### src/rtl/complex_fu_pipe_if.sv
// Issue/writeback bundle for complex_fu_pipe: master drives issue and flush,
// slave (the functional unit) returns ready and the writeback packet.
interface complex_fu_pipe_if #(
    parameter int DATA_W  = 32,
    parameter int FLAGS_W = 6,
    parameter int OPC_W   = 8,
    parameter int PHYS_W  = 7,
    parameter int AL_W    = 7
);
    logic               issue_valid_i;
    logic               ready_o;
    logic [OPC_W-1:0]   opcode_i;
    logic [DATA_W-1:0]  data2_i;
    logic [DATA_W-1:0]  alu_result_i;
    logic [FLAGS_W-1:0] alu_flags_i;
    logic [PHYS_W-1:0]  phys_dest_i;
    logic [AL_W-1:0]    al_id_i;
    logic               flush_i;
    logic               wb_valid_o;
    logic [DATA_W-1:0]  wb_data_o;
    logic [FLAGS_W-1:0] wb_flags_o;
    logic [PHYS_W-1:0]  wb_phys_o;
    logic [AL_W-1:0]    wb_al_id_o;

    modport master (
        output issue_valid_i, opcode_i, data2_i, alu_result_i, alu_flags_i,
               phys_dest_i, al_id_i, flush_i,
        input  ready_o, wb_valid_o, wb_data_o, wb_flags_o, wb_phys_o, wb_al_id_o
    );

    modport slave (
        input  issue_valid_i, opcode_i, data2_i, alu_result_i, alu_flags_i,
               phys_dest_i, al_id_i, flush_i,
        output ready_o, wb_valid_o, wb_data_o, wb_flags_o, wb_phys_o, wb_al_id_o
    );
endinterface

### src/rtl/complex_fu_pipe.sv
// Fixed-latency wrapper for the complex ALU: pipelined multiply class, blocking divide class.
// Optional macro COMPLEX_DIVZERO_EXC_EN forces a zero result and exception flags on divide by zero.
module complex_fu_pipe #(
    parameter int DATA_W  = 32,
    parameter int FLAGS_W = 6,
    parameter int OPC_W   = 8,
    parameter int PHYS_W  = 7,
    parameter int AL_W    = 7,
    parameter int MUL_LAT = 3,
    parameter int DIV_LAT = 8,
    parameter logic [OPC_W-1:0] DIV_L  = OPC_W'(8'h44),
    parameter logic [OPC_W-1:0] DIV_H  = OPC_W'(8'h45),
    parameter logic [OPC_W-1:0] DIVU_L = OPC_W'(8'h46),
    parameter logic [OPC_W-1:0] DIVU_H = OPC_W'(8'h47)
) (
    input logic               clk,
    input logic               reset,
    complex_fu_pipe_if.slave  bus
);
    localparam int CNT_W = $clog2(DIV_LAT + 1);

    typedef struct packed {
        logic [DATA_W-1:0]  data;
        logic [FLAGS_W-1:0] flags;
        logic [PHYS_W-1:0]  phys;
        logic [AL_W-1:0]    al_id;
    } pkt_t;

    typedef enum logic {DIV_IDLE, DIV_BUSY} div_state_t;

    div_state_t       state, state_next;
    logic [CNT_W-1:0] cnt, cnt_next;
    logic             ready, div_done, is_div, mul_acc, div_acc;
    pkt_t             in_pkt, hold_pkt, tail_pkt, out_pkt;
    logic             tail_valid, out_valid;

    assign is_div  = bus.opcode_i inside {DIV_L, DIV_H, DIVU_L, DIVU_H};
    assign mul_acc = bus.issue_valid_i & ready & ~bus.flush_i & ~is_div;
    assign div_acc = bus.issue_valid_i & ready & ~bus.flush_i & is_div;

    always_comb begin
        in_pkt = '{data: bus.alu_result_i, flags: bus.alu_flags_i,
                   phys: bus.phys_dest_i, al_id: bus.al_id_i};
`ifdef COMPLEX_DIVZERO_EXC_EN
        if (is_div && bus.data2_i == '0) begin
            in_pkt.data  = '0;
            in_pkt.flags = FLAGS_W'(6'b010110);
        end
`endif
    end

`ifndef COMPLEX_DIVZERO_EXC_EN
    logic unused_data2;
    assign unused_data2 = ^bus.data2_i;
`endif

    // Output register is the last multiply stage, so the chain itself holds MUL_LAT-1 stages.
    generate
        if (MUL_LAT == 1) begin : g_direct
            assign tail_valid = mul_acc;
            assign tail_pkt   = in_pkt;
        end else begin : g_chain
            logic [MUL_LAT-2:0] valid;
            logic [MUL_LAT-1:0] valid_ext;
            pkt_t [MUL_LAT-2:0] pipe;
            pkt_t [MUL_LAT-1:0] pipe_ext;

            assign valid_ext = {valid, mul_acc};
            assign pipe_ext  = {pipe, in_pkt};

            always_ff @(posedge clk or negedge reset) begin
                if (!reset)           valid <= '0;
                else if (bus.flush_i) valid <= '0;
                else                  valid <= valid_ext[MUL_LAT-2:0];
            end

            always_ff @(posedge clk) pipe <= pipe_ext[MUL_LAT-2:0];

            assign tail_valid = valid[MUL_LAT-2];
            assign tail_pkt   = pipe[MUL_LAT-2];
        end
    endgenerate

    always_ff @(posedge clk or negedge reset) begin
        if (!reset) begin
            state <= DIV_IDLE;
            cnt   <= '0;
        end else begin
            state <= state_next;
            cnt   <= cnt_next;
        end
    end

    // Counter is loaded with DIV_LAT; at 2 the output register is loaded so the
    // writeback lands DIV_LAT cycles after accept with ready already back high.
    always_comb begin
        state_next = state;
        cnt_next   = cnt;
        div_done   = 1'b0;
        ready      = (state == DIV_IDLE);
        if (bus.flush_i) begin
            state_next = DIV_IDLE;
            cnt_next   = '0;
        end else begin
            unique case (state)
                DIV_IDLE: if (div_acc) begin
                    state_next = DIV_BUSY;
                    cnt_next   = CNT_W'(DIV_LAT);
                end
                DIV_BUSY: begin
                    cnt_next = cnt - 1'b1;
                    if (cnt == CNT_W'(2)) begin
                        div_done   = 1'b1;
                        state_next = DIV_IDLE;
                        cnt_next   = '0;
                    end
                end
                default: state_next = DIV_IDLE;
            endcase
        end
    end

    always_ff @(posedge clk) if (div_acc) hold_pkt <= in_pkt;

    always_ff @(posedge clk or negedge reset) begin
        if (!reset) begin
            out_valid <= 1'b0;
            out_pkt   <= '0;
        end else if (bus.flush_i) begin
            out_valid <= 1'b0;
        end else begin
            out_valid <= tail_valid | div_done;
            if (tail_valid)    out_pkt <= tail_pkt;
            else if (div_done) out_pkt <= hold_pkt;
        end
    end

    assign bus.ready_o    = ready;
    assign bus.wb_valid_o = out_valid & ~bus.flush_i;
    assign bus.wb_data_o  = out_pkt.data;
    assign bus.wb_flags_o = out_pkt.flags;
    assign bus.wb_phys_o  = out_pkt.phys;
    assign bus.wb_al_id_o = out_pkt.al_id;
endmodule

### src/flat_wrapper.sv
// flat-port wrapper written by rule: the top's interface ports become plain ports
module complex_fu_pipe_flat 
#(
    parameter int DATA_W  = 32,
    parameter int FLAGS_W = 6,
    parameter int OPC_W   = 8,
    parameter int PHYS_W  = 7,
    parameter int AL_W    = 7,
    parameter int MUL_LAT = 3,
    parameter int DIV_LAT = 8,
    parameter logic [OPC_W-1:0] DIV_L  = OPC_W'(8'h44),
    parameter logic [OPC_W-1:0] DIV_H  = OPC_W'(8'h45),
    parameter logic [OPC_W-1:0] DIVU_L = OPC_W'(8'h46),
    parameter logic [OPC_W-1:0] DIVU_H = OPC_W'(8'h47)
)
  (clk, reset, bus_issue_valid_i, bus_opcode_i, bus_data2_i, bus_alu_result_i, bus_alu_flags_i, bus_phys_dest_i, bus_al_id_i, bus_flush_i, bus_ready_o, bus_wb_valid_o, bus_wb_data_o, bus_wb_flags_o, bus_wb_phys_o, bus_wb_al_id_o);
  complex_fu_pipe_if #(.DATA_W(DATA_W), .FLAGS_W(FLAGS_W), .OPC_W(OPC_W), .PHYS_W(PHYS_W), .AL_W(AL_W)) bus_i ();
  input logic clk;
  input logic reset;
  input wire logic [$bits(bus_i.issue_valid_i)-1:0] bus_issue_valid_i;
  input wire logic [$bits(bus_i.opcode_i)-1:0] bus_opcode_i;
  input wire logic [$bits(bus_i.data2_i)-1:0] bus_data2_i;
  input wire logic [$bits(bus_i.alu_result_i)-1:0] bus_alu_result_i;
  input wire logic [$bits(bus_i.alu_flags_i)-1:0] bus_alu_flags_i;
  input wire logic [$bits(bus_i.phys_dest_i)-1:0] bus_phys_dest_i;
  input wire logic [$bits(bus_i.al_id_i)-1:0] bus_al_id_i;
  input wire logic [$bits(bus_i.flush_i)-1:0] bus_flush_i;
  output wire logic [$bits(bus_i.ready_o)-1:0] bus_ready_o;
  output wire logic [$bits(bus_i.wb_valid_o)-1:0] bus_wb_valid_o;
  output wire logic [$bits(bus_i.wb_data_o)-1:0] bus_wb_data_o;
  output wire logic [$bits(bus_i.wb_flags_o)-1:0] bus_wb_flags_o;
  output wire logic [$bits(bus_i.wb_phys_o)-1:0] bus_wb_phys_o;
  output wire logic [$bits(bus_i.wb_al_id_o)-1:0] bus_wb_al_id_o;
  assign bus_i.issue_valid_i = bus_issue_valid_i;
  assign bus_i.opcode_i = bus_opcode_i;
  assign bus_i.data2_i = bus_data2_i;
  assign bus_i.alu_result_i = bus_alu_result_i;
  assign bus_i.alu_flags_i = bus_alu_flags_i;
  assign bus_i.phys_dest_i = bus_phys_dest_i;
  assign bus_i.al_id_i = bus_al_id_i;
  assign bus_i.flush_i = bus_flush_i;
  assign bus_ready_o = bus_i.ready_o;
  assign bus_wb_valid_o = bus_i.wb_valid_o;
  assign bus_wb_data_o = bus_i.wb_data_o;
  assign bus_wb_flags_o = bus_i.wb_flags_o;
  assign bus_wb_phys_o = bus_i.wb_phys_o;
  assign bus_wb_al_id_o = bus_i.wb_al_id_o;
  complex_fu_pipe #(.DATA_W(DATA_W), .FLAGS_W(FLAGS_W), .OPC_W(OPC_W), .PHYS_W(PHYS_W), .AL_W(AL_W), .MUL_LAT(MUL_LAT), .DIV_LAT(DIV_LAT), .DIV_L(DIV_L), .DIV_H(DIV_H), .DIVU_L(DIVU_L), .DIVU_H(DIVU_H)) u_core (.clk(clk), .reset(reset), .bus(bus_i));
endmodule
### config.mk
export PLATFORM = sky130hd
export DESIGN_NAME = complex_fu_pipe_flat
export DESIGN_NICKNAME = d
export VERILOG_FILES = /design/src/rtl/complex_fu_pipe_if.sv /design/src/rtl/complex_fu_pipe.sv /design/src/flat_wrapper.sv
export SDC_FILE = /design/constraint.sdc
export NUM_CORES = 1
export LEC_CHECK = 0
export CAP_MARGIN = 20
export CORE_ASPECT_RATIO = 0.5
export CORE_UTILIZATION = 40
export DETAILED_ROUTE_END_ITERATION = 16
export PLACE_DENSITY = 0.67
export SLEW_MARGIN = 5
export SYNTH_ARGS = -nofsm -noshare
export SYNTH_HDL_FRONTEND = slang
export SYNTH_SLANG_ARGS = --single-unit
### constraint.sdc
create_clock -name clk -period 6.3 [get_ports clk]
set_input_delay 0.63 -clock clk [delete_from_list [all_inputs] [get_ports clk]]
set_output_delay 0.63 -clock clk [all_outputs]
set_load 0.1 [all_outputs]
---- After elaboration in Yosys (flattened, before gate mapping) ----
Index checks and enable logic that the tools add are counted.
word-level totals
  register bits after elaboration ......... 216
  memory bits (read-only) ................. 0
  input bits .............................. 96
  memories kept ........................... 0
  memory bits (writable) .................. 0
  bits in latches ......................... 0
  logic and storage cells ................. 54
  output and inout port bits .............. 54
operators by class
  reduce and logical (&&, ||, !) cells .... 3
  multiplexer cells ....................... 15
  multiply operators ...................... 0
  bitwise logic cells ..................... 9
  add/subtract/negate cells ............... 1
  shift operators ......................... 0
  div/mod/pow operators ................... 0
  magnitude comparators ................... 0
  eq/ne operators ......................... 6
operators by type and width
  kind                                                                   count
  52-bit 2-to-1 mux                                                      2
  8-bit by 7-bit equality test with 1-bit output, second input constant  4
  4-bit 2-to-1 mux                                                       3
  4-bit case mux with 2 select lines                                     1
  1-bit 2-to-1 mux                                                       7
  1-bit AND                                                              5
  4-bit by 2-bit equality test with 1-bit output, second input constant  1
  4-bit nonzero test                                                     1
  4-bit by 1-bit subtractor with 4-bit output, second input constant     1
  3-bit inequality test, second input constant                           1
  1-bit NOT                                                              3
  2-bit 2-to-1 mux                                                       1
  1-bit case mux with 2 select lines                                     1
  2-bit AND reduction                                                    1
  2-bit nonzero test                                                     1
  1-bit bitwise OR                                                       1

---- Depth between registers and ports, before layout ----
Gate-level depths: netlist of run 1.
  word-level depth ........................ 7
  depth in mapped cells ................... 8
  depth with buffers taken out ............ 5

---- Least setup slack after synthesis of run 1 ----
OpenSTA, ideal clock, no wires.
  path type ............................... in2reg
  start point ............................. in bus_opcode_i[3]
  end point ............................... reg u_core.hold_pkt[0] (netlist bit) (enable)
  required time ........................... 5838 ps
  setup time .............................. 462 ps
  data arrival time ....................... 3360 ps
  stages on the path ...................... 3
  buffers on the path ..................... 0
  path slack .............................. 2479 ps
  path through ............................ nor4b_2 -> nand2_1 -> nor2_1
on the way
  cells in the longest elaborated chain, start to end .. 3
  elaborated cells between the ends (all ways) .. 6
  classes of those cells .................. 4 x eq/ne; 1 x bitwise; 1 x reduce/logical
ends and longest elaborated chain
  element                                         RTL line                source
  from (decl)                                     flat_wrapper.sv:21      input wire logic [$bits(bus_i.opcode_i)-1:0] bus_opcode_i;
  8-bit by 7-bit equality test with 1-bit output  complex_fu_pipe.sv:37   assign is_div = bus.opcode_i inside {DIV_L, DIV_H, DIVU_L, DIVU_H};
  4-bit nonzero test (*)                          complex_fu_pipe.sv:37
  1-bit AND (*)                                   complex_fu_pipe.sv:39   assign div_acc = bus.issue_valid_i & ready & ~bus.flush_i & is_div;
  named net u_core.div_acc                        complex_fu_pipe.sv:33   logic ready, div_done, is_div, mul_acc, div_acc;
  to (signal assigned)                            complex_fu_pipe.sv:123  always_ff @(posedge clk) if (div_acc) hold_pkt <= in_pkt;
  to (decl)                                       complex_fu_pipe.sv:34   pkt_t in_pkt, hold_pkt, tail_pkt, out_pkt;
Mark *: on every way through the listed nets, which the timed path passes. The rest lies on a longest branch.
A chain may end at the register's enable or synchronous reset.

---- Worst setup path after layout of run 1 ----
  start point ............................. reg u_core.cnt[0]
  end point ............................... reg u_core.out_pkt (netlist bit u_core.bus.wb_al_id_o[6])
on the way
  cells in the longest elaborated chain, start to end .. 6
ends and longest elaborated chain
  element                                         RTL line                source
  from (decl)                                     complex_fu_pipe.sv:32   logic [CNT_W-1:0] cnt, cnt_next;
  from (signal assigned)                          complex_fu_pipe.sv:90   cnt <= cnt_next;
  4-bit by 2-bit equality test with 1-bit output  complex_fu_pipe.sv:112  if (cnt == CNT_W'(2)) begin
  1-bit 2-to-1 mux                                complex_fu_pipe.sv:112
  1-bit 2-to-1 mux                                complex_fu_pipe.sv:105  unique case (state)
  1-bit 2-to-1 mux                                complex_fu_pipe.sv:101  if (bus.flush_i) begin
  2-bit nonzero test (no line)                    -
  2-bit AND reduction (no line)                   -
  to (signal assigned)                            complex_fu_pipe.sv:133  if (tail_valid) out_pkt <= tail_pkt;
  to (signal assigned)                            complex_fu_pipe.sv:134  else if (div_done) out_pkt <= hold_pkt;
  to (decl)                                       complex_fu_pipe.sv:34
Every way passes these cells.

==> results.md, run 1 <==
- Power per cell area: 347 nW/um^2
- GPL Wtd Cong: 0.742
- Period utilisation layout: 0.484
- Data arrival, critical path: 3440 ps
- Cell variety after synth: 32
- # IOs: 150
- Sequential area share after synthesis: 0.743
- Die extent in y: 95.0 um
- Core area: 16,600 um^2
- DRC viols: 0
- Worst-Skew Late Latency: 480 ps
- Final Hold Viols: 0
- Root buf cell: clkbuf_16
- Status: finished clean
- Hold Path Class: in2async
- Final setup margin: 3250 ps
- N_diodes: 0
- Die X-Extent: 188 um
- Vias in the first global route: 4,142
- Starting Density: 0.416
- Layout cell share with drive strength beyond 1: 0.0729
- WP buf/inv: 2
- Slowest cell on the critical path: nand4bb_4
- Initial antenna violation count: 0
- Pre-CTS setup slack: 3070 ps
- Finished Cell Area: 8860 um^2
- Cell area after synthesis: 6920 um^2
- Commonest non-fill, non-tap cells in the layout: clkdlybuf4s50_1, dfxtp_1, dfrtp_1
- Max cap viols: 0
- Routed via count: 4,253
- Mean post-synth cell area: 14.0 um^2
- # clock sinks: 216
- Period minus WS final: 3050 ps
- Longest Clk Path Bufs: 3
- Worst-margin pin slew: 1080 ps
- Largest net degree at the start of global routing: 61
- Placed Area: 8210 um^2
- Peak VDD IR: 0.155 mV
- Post-synth EDFFs: 52
- Rows: 33
- Setup repair bufs after CTS: 0
- Setup TNS: 0 ps
- Synth Register Bits: 216
- Worst path max stage delay: 830 ps
- Fmax: 0.328 GHz
- Setup Crit Path Kind: reg2reg
- CTS tree: built
- Syn. warnings: 0
- Die area: 17,900 um^2
- Top_reg_cell synth: dfxtp_1
- Final Slew Violations: 0
- Most common cell after layout, fill and taps aside: clkdlybuf4s50_1
- Layout area overhead: 27.9%
- Async SR Flop Fraction: 0.278
- Worst-path clk slew: 60 ps
- Post-CTS sizing: 0
- R2r setup slk: 3250 ps
- Tot GR Track Use: 0.161
- Startpoint Class: flop
- I/O Buffers: 115
- Drt initial violations: 416
- Nets: 701
- Wire length per cell: 17.4 um
- Cells after synthesis: 496
- Unrepaired setup endpoints after global routing: false
- Syn Nets: 594
- First-pass GRT wire length: 22,500 um
- Delay-heaviest family, CP: simple AND/OR/NAND/NOR gates
- CP max FO: 54
- GRT overflow: 0
- Layout fillers: 1,375
- # hold bufs at CTS: 0
- H-tree levels: 1
- Power, Total: 0.00307 W
- Clk_skew: 16.0 ps
- Antenna-violating nets left: 0
- Routed WL: 14,700 um
- Pleak: 3.25 nW
- DP HPWL: 8150 um
- TritonRoute pass-1 iters: 6
- Final setup viols: 0
- Critical Path RT: 6690 ps
- Ordered cell list for the critical path: inv_1 -> ha_1 -> nand4bb_4 -> or2_2 -> buf_4 -> o21ai_0
- Vias/cell: 5.04
- Worst Setup End Kind: flop
- Rel. slew slack: 0.277
- Num CTS Buffers: 20
-- flip-flops by register name, indices dropped and copies added, names as in the netlist --
signal                 count
u_core.cnt                 4
u_core.g_chain.pipe      104
u_core.hold_pkt           52
u_core.bus.wb_flags_o      6
u_core.g_chain.valid       2
u_core.out_valid           1
u_core.bus.wb_al_id_o      7
u_core.bus.wb_data_o      32
u_core.state               1
u_core.bus.wb_phys_o       7
-- per-layer routing --
metal | up-vias | GRT usage | wire length (um)
met5 | - | 0 | 0
met2 | 96 | 0.276 | 7030
met3 | 23 | 0.0372 | 640
met4 | 0 | 0.0413 | 299
li1 | 2036 | - | -
met1 | 2098 | 0.209 | 6750
-- cell families (layout without fill, tap and decap cells) --
| group | after synthesis | after routing | share of synthesized area |
|---|---|---|---|
| AOI/OAI and AO/OA | 113 | 113 | 0.122 |
| adders and majority gates | 2 | 2 | 0.00361 |
| buffers and inverters | 40 | 161 | 0.0325 |
| DFF | 216 | 216 | 0.743 |
| muxes | 2 | 2 | 0.00307 |
| and+or+nand+nor | 123 | 123 | 0.0958 |
-- worst paths after layout --
kind,startpoint,to,depth (start not counted)
hold reg to reg,u_core.g_chain.pipe[14],u_core.g_chain.pipe[66],0
setup reg to reg,u_core.cnt[0],u_core.bus.wb_al_id_o[6],6
hold / removal,reset,u_core.bus.wb_al_id_o[1],1
setup / recovery,u_core.cnt[0],u_core.bus.wb_al_id_o[6],6
max in group asynchronous,reset,u_core.g_chain.valid[1],1
min in group clk,u_core.g_chain.pipe[14],u_core.g_chain.pipe[66],0
-- final cells by class --
type / count / area (um^2) / area share
clock inverters: 7 / 66.3 / 0.00749
clock buffers: 29 / 576 / 0.0650
inverters: 5 / 18.8 / 0.00212
multi-input cells: 240 / 1580 / 0.179
flip-flops and latches: 216 / 5150 / 0.581
repair buffers: 120 / 1180 / 0.133
well taps: 227 / 284 / 0.0321
-- through the flow --
stage / util / hold slack, ps / instances
CTS: 0.532 / 295 / 844
detailed placement: 0.494 / 312 / 808
floorplan: - / 310 / 496
global route: 0.532 / 330 / 844
global placement: 0.494 / 310 / 808
finish: 0.532 / 274 / 844
-- synthesized netlist by cell type, types with 6 or more instances --
cell type	number	share of area
clkbuf_1	13	0.0070
dfrtp_1	60	0.22
and2b_1	13	0.014
buf_2	12	0.0087
a222oi_1	52	0.075
edfxtp_1	52	0.23
buf_6	6	0.0098
nor2b_1	44	0.040
nand2_1	54	0.029
dfxtp_1	104	0.30
o21ai_1	50	0.036
-- where the power goes --
group	leakage, nW	internal, W	switching, W
Combinational	0.984	0.000120	0.000273
Clock	0.320	0.000681	0.000484
Sequential	1.95	0.00149	0.0000300
Total	3.25	0.00229	0.000787
Power figures use the tool's default switching activity.
==> run 2, diff against run 1 <==
--- a/config.mk
+++ b/config.mk
@@ -9,7 +9,7 @@
 export CORE_ASPECT_RATIO = 0.5
 export CORE_UTILIZATION = 40
 export DETAILED_ROUTE_END_ITERATION = 16
-export PLACE_DENSITY = 0.67
+export PLACE_DENSITY = 0.7
 export SLEW_MARGIN = 5
 export SYNTH_ARGS = -nofsm -noshare
 export SYNTH_HDL_FRONTEND = slang
==> constraint.sdc (replaced) <==
create_clock -name clk -period 2.49 [get_ports clk]
set_input_delay 0.249 -clock clk [delete_from_list [all_inputs] [get_ports clk]]
set_output_delay 0.249 -clock clk [all_outputs]
set_load 0.1 [all_outputs]
==> run 2 against run 1 <==
Compared with the run above:
- total power rose to 2.5 times the previous value
- non-clock buffer count up 8
- die area unchanged
- clock power grew to 2.5 times the previous value
- final area down 0.21%
- highest routed layer unchanged
- sequential cell count unchanged
==> results.md, run 2 (same netlist as run 1, synthesis figures left out) <==
- Status: finished clean
- Final setup viols: 0
- Hold Path Class: in2reg
- Starting Density: 0.416
- CTS tree: built
- Wire length per cell: 16.9 um
- Period utilisation layout: 0.752
- Pleak: 3.31 nW
- Final Slew Violations: 0
- Initial antenna violation count: 0
- Worst Min Path Start: bus_al_id_i[6]
- Routed via count: 4,268
- Rows: 33
- Reg2reg end: u_core.bus.wb_data_o[20]
- GPL Wtd Cong: 0.828
- Root buf cell: clkbuf_16
- Layout cell share with drive strength beyond 1: 0.165
- Power per cell area: 877 nW/um^2
- Die area: 17,900 um^2
- Rel. slew slack: 0.551
- H-tree levels: 1
- DP HPWL: 8190 um
- Worst-Skew Late Latency: 480 ps
- Vias/cell: 5.01
- Fin cells: 852
- Largest net degree at the start of global routing: 61
- Power, Total: 0.00775 W
- Worst flop-to-flop path startpoint: u_core.cnt[0]
- Setup TNS: 0 ps
- Max FFs per register: 104
- Period minus WS final: 1870 ps
- # IOs: 150
- Drt initial violations: 391
- Die extent in y: 95.0 um
- GRT overflow: 0
- Worst-margin pin slew: 674 ps
- First-pass GRT wire length: 22,500 um
- Critical Path RT: 2880 ps
- CP max FO: 37
- Nets: 709
- Post-layout util: 0.531
- Vias in the first global route: 4,321
- FF-to-FF path depth: 6
- Most flops, register: u_core.g_chain.pipe
- Routed WL: 14,400 um
- Final Hold Viols: 0
- Most common cell after layout, fill and taps aside: dfxtp_1
- Total placed cells including tap cells: 815
- Final setup margin: 618 ps
- Ordered cell list for the critical path: inv_1 -> ha_1 -> nand4bb_4 -> or2_2 -> buf_12 -> o21ai_1
- Longest Clk Path Bufs: 3
- Max cap viols: 0
- Worst Setup End Kind: flop
- Hold Path Depth: 1
- Startpoint Class: flop
- I/O Buffers: 115
- Num CTS Buffers: 20
- N_diodes: 0
- Unrepaired setup endpoints after global routing: false
- Hold Path End: u_core.g_chain.pipe[6]
- Peak VDD IR: 0.482 mV
- Commonest non-fill, non-tap cells in the layout: dfxtp_1, buf_4, clkdlybuf4s50_1, dfrtp_1, nand2_1
- Layout area overhead: 27.7%
- Setup Crit Path Kind: reg2reg
- Worst path max stage delay: 470 ps
- Worst-path clk slew: 60 ps
- Antenna-violating nets left: 0
- Clk_skew: 11.6 ps
- DRC viols: 0
- Fmax: 0.534 GHz
- Data arrival, critical path: 2260 ps
- # clock sinks: 216
- TritonRoute pass-1 iters: 7
- R2r setup slk: 620 ps
- Die X-Extent: 188 um
- Slowest cell on the critical path: or2_2
- Core area: 16,600 um^2
- Tot GR Track Use: 0.161
- Pre-CTS setup slack: 547 ps
==> run 2: cell count changes in the layout (fill, tap and decap cells not counted), moves of 2 or more <==
| cell | before | now |
|---|---|---|
| clkdlybuf4s50_1 | 113 | 59 |
| buf_4 | 6 | 61 |
| clkinv_1 | 0 | 2 |
| clkinv_2 | 5 | 2 |
| buf_12 | 0 | 5 |
==> run 2: metal layers <==
metal | wire length (um) | vias up | global-route usage | share of wire
met1 | 6190 | 2088 | 0.197 | 0.43
li1 | - | 2058 | - | -
met4 | 266 | 0 | 0.0542 | 0.018
met5 | 0 | - | 0 | 0
met3 | 744 | 22 | 0.0361 | 0.052
met2 | 7240 | 100 | 0.287 | 0.50
==> run 2: stage by stage <==
stage               cell area, um^2  hold WS (ps)
global placement               8190           296
detailed placement             8190           304
finish                         8840           234
floorplan                      6930         -46.6
CTS                            8840           219
global route                   8840           225
==> run 2: layout make-up <==
class / instances / area [um^2]
fillers: 1394 / 7800
flip-flops and latches: 216 / 5150
multi-input cells: 240 / 1580
repair buffers: 128 / 1170
clock buffers: 30 / 579
well taps: 227 / 284
clock inverters: 6 / 56.3
inverters: 5 / 18.8
==> run 2: worst max-delay path by stage <==
stage,cells after the start,to,start
final,6,u_core.bus.wb_data_o[20],u_core.cnt[0]
after global routing,6,u_core.bus.wb_data_o[20],u_core.cnt[0]
after CTS,6,u_core.bus.wb_data_o[20],u_core.cnt[0]
after detailed placement,5,u_core.hold_pkt[15],bus_opcode_i[6]
after global placement,5,u_core.hold_pkt[15],bus_opcode_i[3]
after floorplan,4,bus_wb_valid_o,bus_flush_i
==> run 2: timing repair <==
item | 4_1_cts | 5_1_grt
gates resized for setup | 0 | 0
endpoints found under the hold margin | 60 | 0
setup buffers | 0 | 0
hold buffers | 1 | 0
==> run 2: power by group <==
group          internal [W]  leakage (nW)  total [W]  switching [W]
sequential          0.00376          1.95    0.00384      0.0000778
combinational      0.000287          1.05   0.000981       0.000694
clock               0.00172         0.311    0.00293        0.00121
total               0.00577          3.31    0.00775        0.00198
==> run 2: worst max-delay path, delay by kind of cell (launching register included) <==
| kind | cells | cell delay (ps) |
|---|---|---|
| AO/OA/AOI/OAI | 1 | 200 |
| adder cells (fa/ha/maj) | 1 | 240 |
| AND/OR/NAND/NOR | 2 | 590 |
| buffers and inverters | 2 | 340 |
| flip-flops | 1 | 400 |
==> run 3, diff against run 2 <==
--- a/config.mk
+++ b/config.mk
@@ -9,7 +9,7 @@
 export CORE_ASPECT_RATIO = 0.5
 export CORE_UTILIZATION = 40
 export DETAILED_ROUTE_END_ITERATION = 16
-export PLACE_DENSITY = 0.7
+export PLACE_DENSITY = 0.67
 export SLEW_MARGIN = 5
 export SYNTH_ARGS = -nofsm -noshare
 export SYNTH_HDL_FRONTEND = slang
==> constraint.sdc (replaced) <==
create_clock -name clk -period 1.9 [get_ports clk]
set_input_delay 0.19 -clock clk [delete_from_list [all_inputs] [get_ports clk]]
set_output_delay 0.19 -clock clk [all_outputs]
set_load 0.1 [all_outputs]
==> run 3 against run 2 <==
Compared with the run above:
- register-to-register slack got worse by 410 ps
- combinational power rose by 33%
- cell count grew 0.23%
- maximum frequency grew 10%
- first-iteration DRC count shrank 15%
- clock skew increased by 0.81 ps
- via count rose by 0.40%
- sequential power up 31%
==> results.md, run 3 (same netlist as run 1, synthesis figures left out) <==
- Status: finished clean
- Layout area overhead: 27.8%
- Post-layout util: 0.532
- Vias/cell: 5.02
- FF-to-FF path depth: 6
- # IOs: 150
- Vias in the first global route: 4,246
- Commonest non-fill, non-tap cells in the layout: dfxtp_1, buf_4, clkdlybuf4s50_1, dfrtp_1, nand2_1
- Root buf cell: clkbuf_16
- Unrepaired setup endpoints after global routing: false
- Routed WL: 14,500 um
- Largest net degree at the start of global routing: 54
- Wire length per cell: 16.9 um
- Startpoint Class: flop
- Max FFs per register: 104
- Setup repair bufs after CTS: 0
- GRT overflow: 0
- Data arrival, critical path: 2040 ps
- Hold Path Class: in2reg
- Tot GR Track Use: 0.161
- Total placed cells including tap cells: 820
- Critical Path RT: 2240 ps
- Fin cells: 854
- First-pass GRT wire length: 22,500 um
- Final Slew Violations: 0
- Worst-Skew Late Latency: 480 ps
- Setup Crit Path Kind: reg2reg
- CTS tree: built
- Core area: 16,600 um^2
- DP HPWL: 8410 um
- Drt initial violations: 331
- Max cap viols: 0
- Die area: 17,900 um^2
- Num CTS Buffers: 19
- Worst Setup End Kind: flop
- Starting Density: 0.416
- Antenna-violating nets left: 0
- Period minus WS final: 1700 ps
- Hold Path Depth: 4
- Clk_skew: 12.4 ps
- Most flops, register: u_core.g_chain.pipe
- Worst-margin pin slew: 759 ps
- Final Hold Viols: 0
- Most common cell after layout, fill and taps aside: dfxtp_1
- Nets: 713
- Initial antenna violation count: 0
- TritonRoute pass-1 iters: 10
- # clock sinks: 216
- N_diodes: 0
- Die X-Extent: 188 um
- H-tree levels: 1
- Setup TNS: 0 ps
- Fmax: 0.590 GHz
- GPL Wtd Cong: 0.736
- Power per cell area: 1110 nW/um^2
- Longest Clk Path Bufs: 3
- Layout cell share with drive strength beyond 1: 0.171
- Final setup margin: 204 ps
- Rows: 33
- Peak VDD IR: 0.528 mV
- Routed via count: 4,285
- DRC viols: 0
- Final setup viols: 0
- Pleak: 3.30 nW
- Worst-path clk slew: 70 ps
- Period utilisation layout: 0.893
- CP max FO: 33
- Die extent in y: 95.0 um
- Pre-CTS setup slack: 18.8 ps
- I/O Buffers: 115
- Rel. slew slack: 0.493
run 3: per-layer routing:
| metal | GRT usage | share of wire |
|---|---|---|
| met4 | 0.0454 | 0.020 |
| met1 | 0.196 | 0.42 |
| met5 | 0 | 0 |
| met2 | 0.296 | 0.51 |
| met3 | 0.0313 | 0.049 |
run 3: layout make-up:
class	instances	area, um^2
clock buffer	28	539
tap	227	284
multi-input combinational	240	1600
fill	1392	7790
sequential	216	5150
clock inverter	5	21.3
timing repair buffer	133	1240
inverter	5	18.8
run 3: metrics by stage:
step | hold slack (ps) | power [W] | cell area (um^2)
final | 175 | 0.00984 | 8850
after global routing | 174 | 0.0102 | 8850
after CTS | 172 | 0.00991 | 8840
after detailed placement | 191 | 0.00643 | 8270
after global placement | 190 | 0.00640 | 8270
after floorplan | -106 | 0.00600 | 6940
run 3: worst paths after layout:
check,from,to,slack [ps]
max,u_core.cnt[0],u_core.bus.wb_data_o[15],200
min,bus_flush_i,u_core.cnt[3],170
max reg2reg,u_core.cnt[0],u_core.bus.wb_data_o[15],200
min reg2reg,u_core.g_chain.pipe[12],u_core.g_chain.pipe[64],320
max in group asynchronous,reset,u_core.bus.wb_data_o[8],1050
min in group asynchronous,reset,u_core.bus.wb_al_id_o[5],210
run 3: timing repair:
action | in CTS | in global routing
resized for setup | 0 | 2
hold endpoints to repair | 18 | 0
setup endpoints to repair | 0 | 1
hold buffers | 1 | 0
run 3: worst max-delay path, cell delays in order (launching register included):
cell and delay, ps:
dfrtp_1 410, inv_1 100, ha_1 230, nand4bb_4 130, buf_6 220, a222oi_1 350, o21ai_1 110
run 3: power by group:
| group | leakage (nW) | internal, W | total, W | switching [W] |
|---|---|---|---|---|
| Combinational | 1.08 | 0.000382 | 0.00130 | 0.000915 |
| Sequential | 1.95 | 0.00493 | 0.00503 | 0.0000961 |
| Clock | 0.275 | 0.00196 | 0.00351 | 0.00155 |
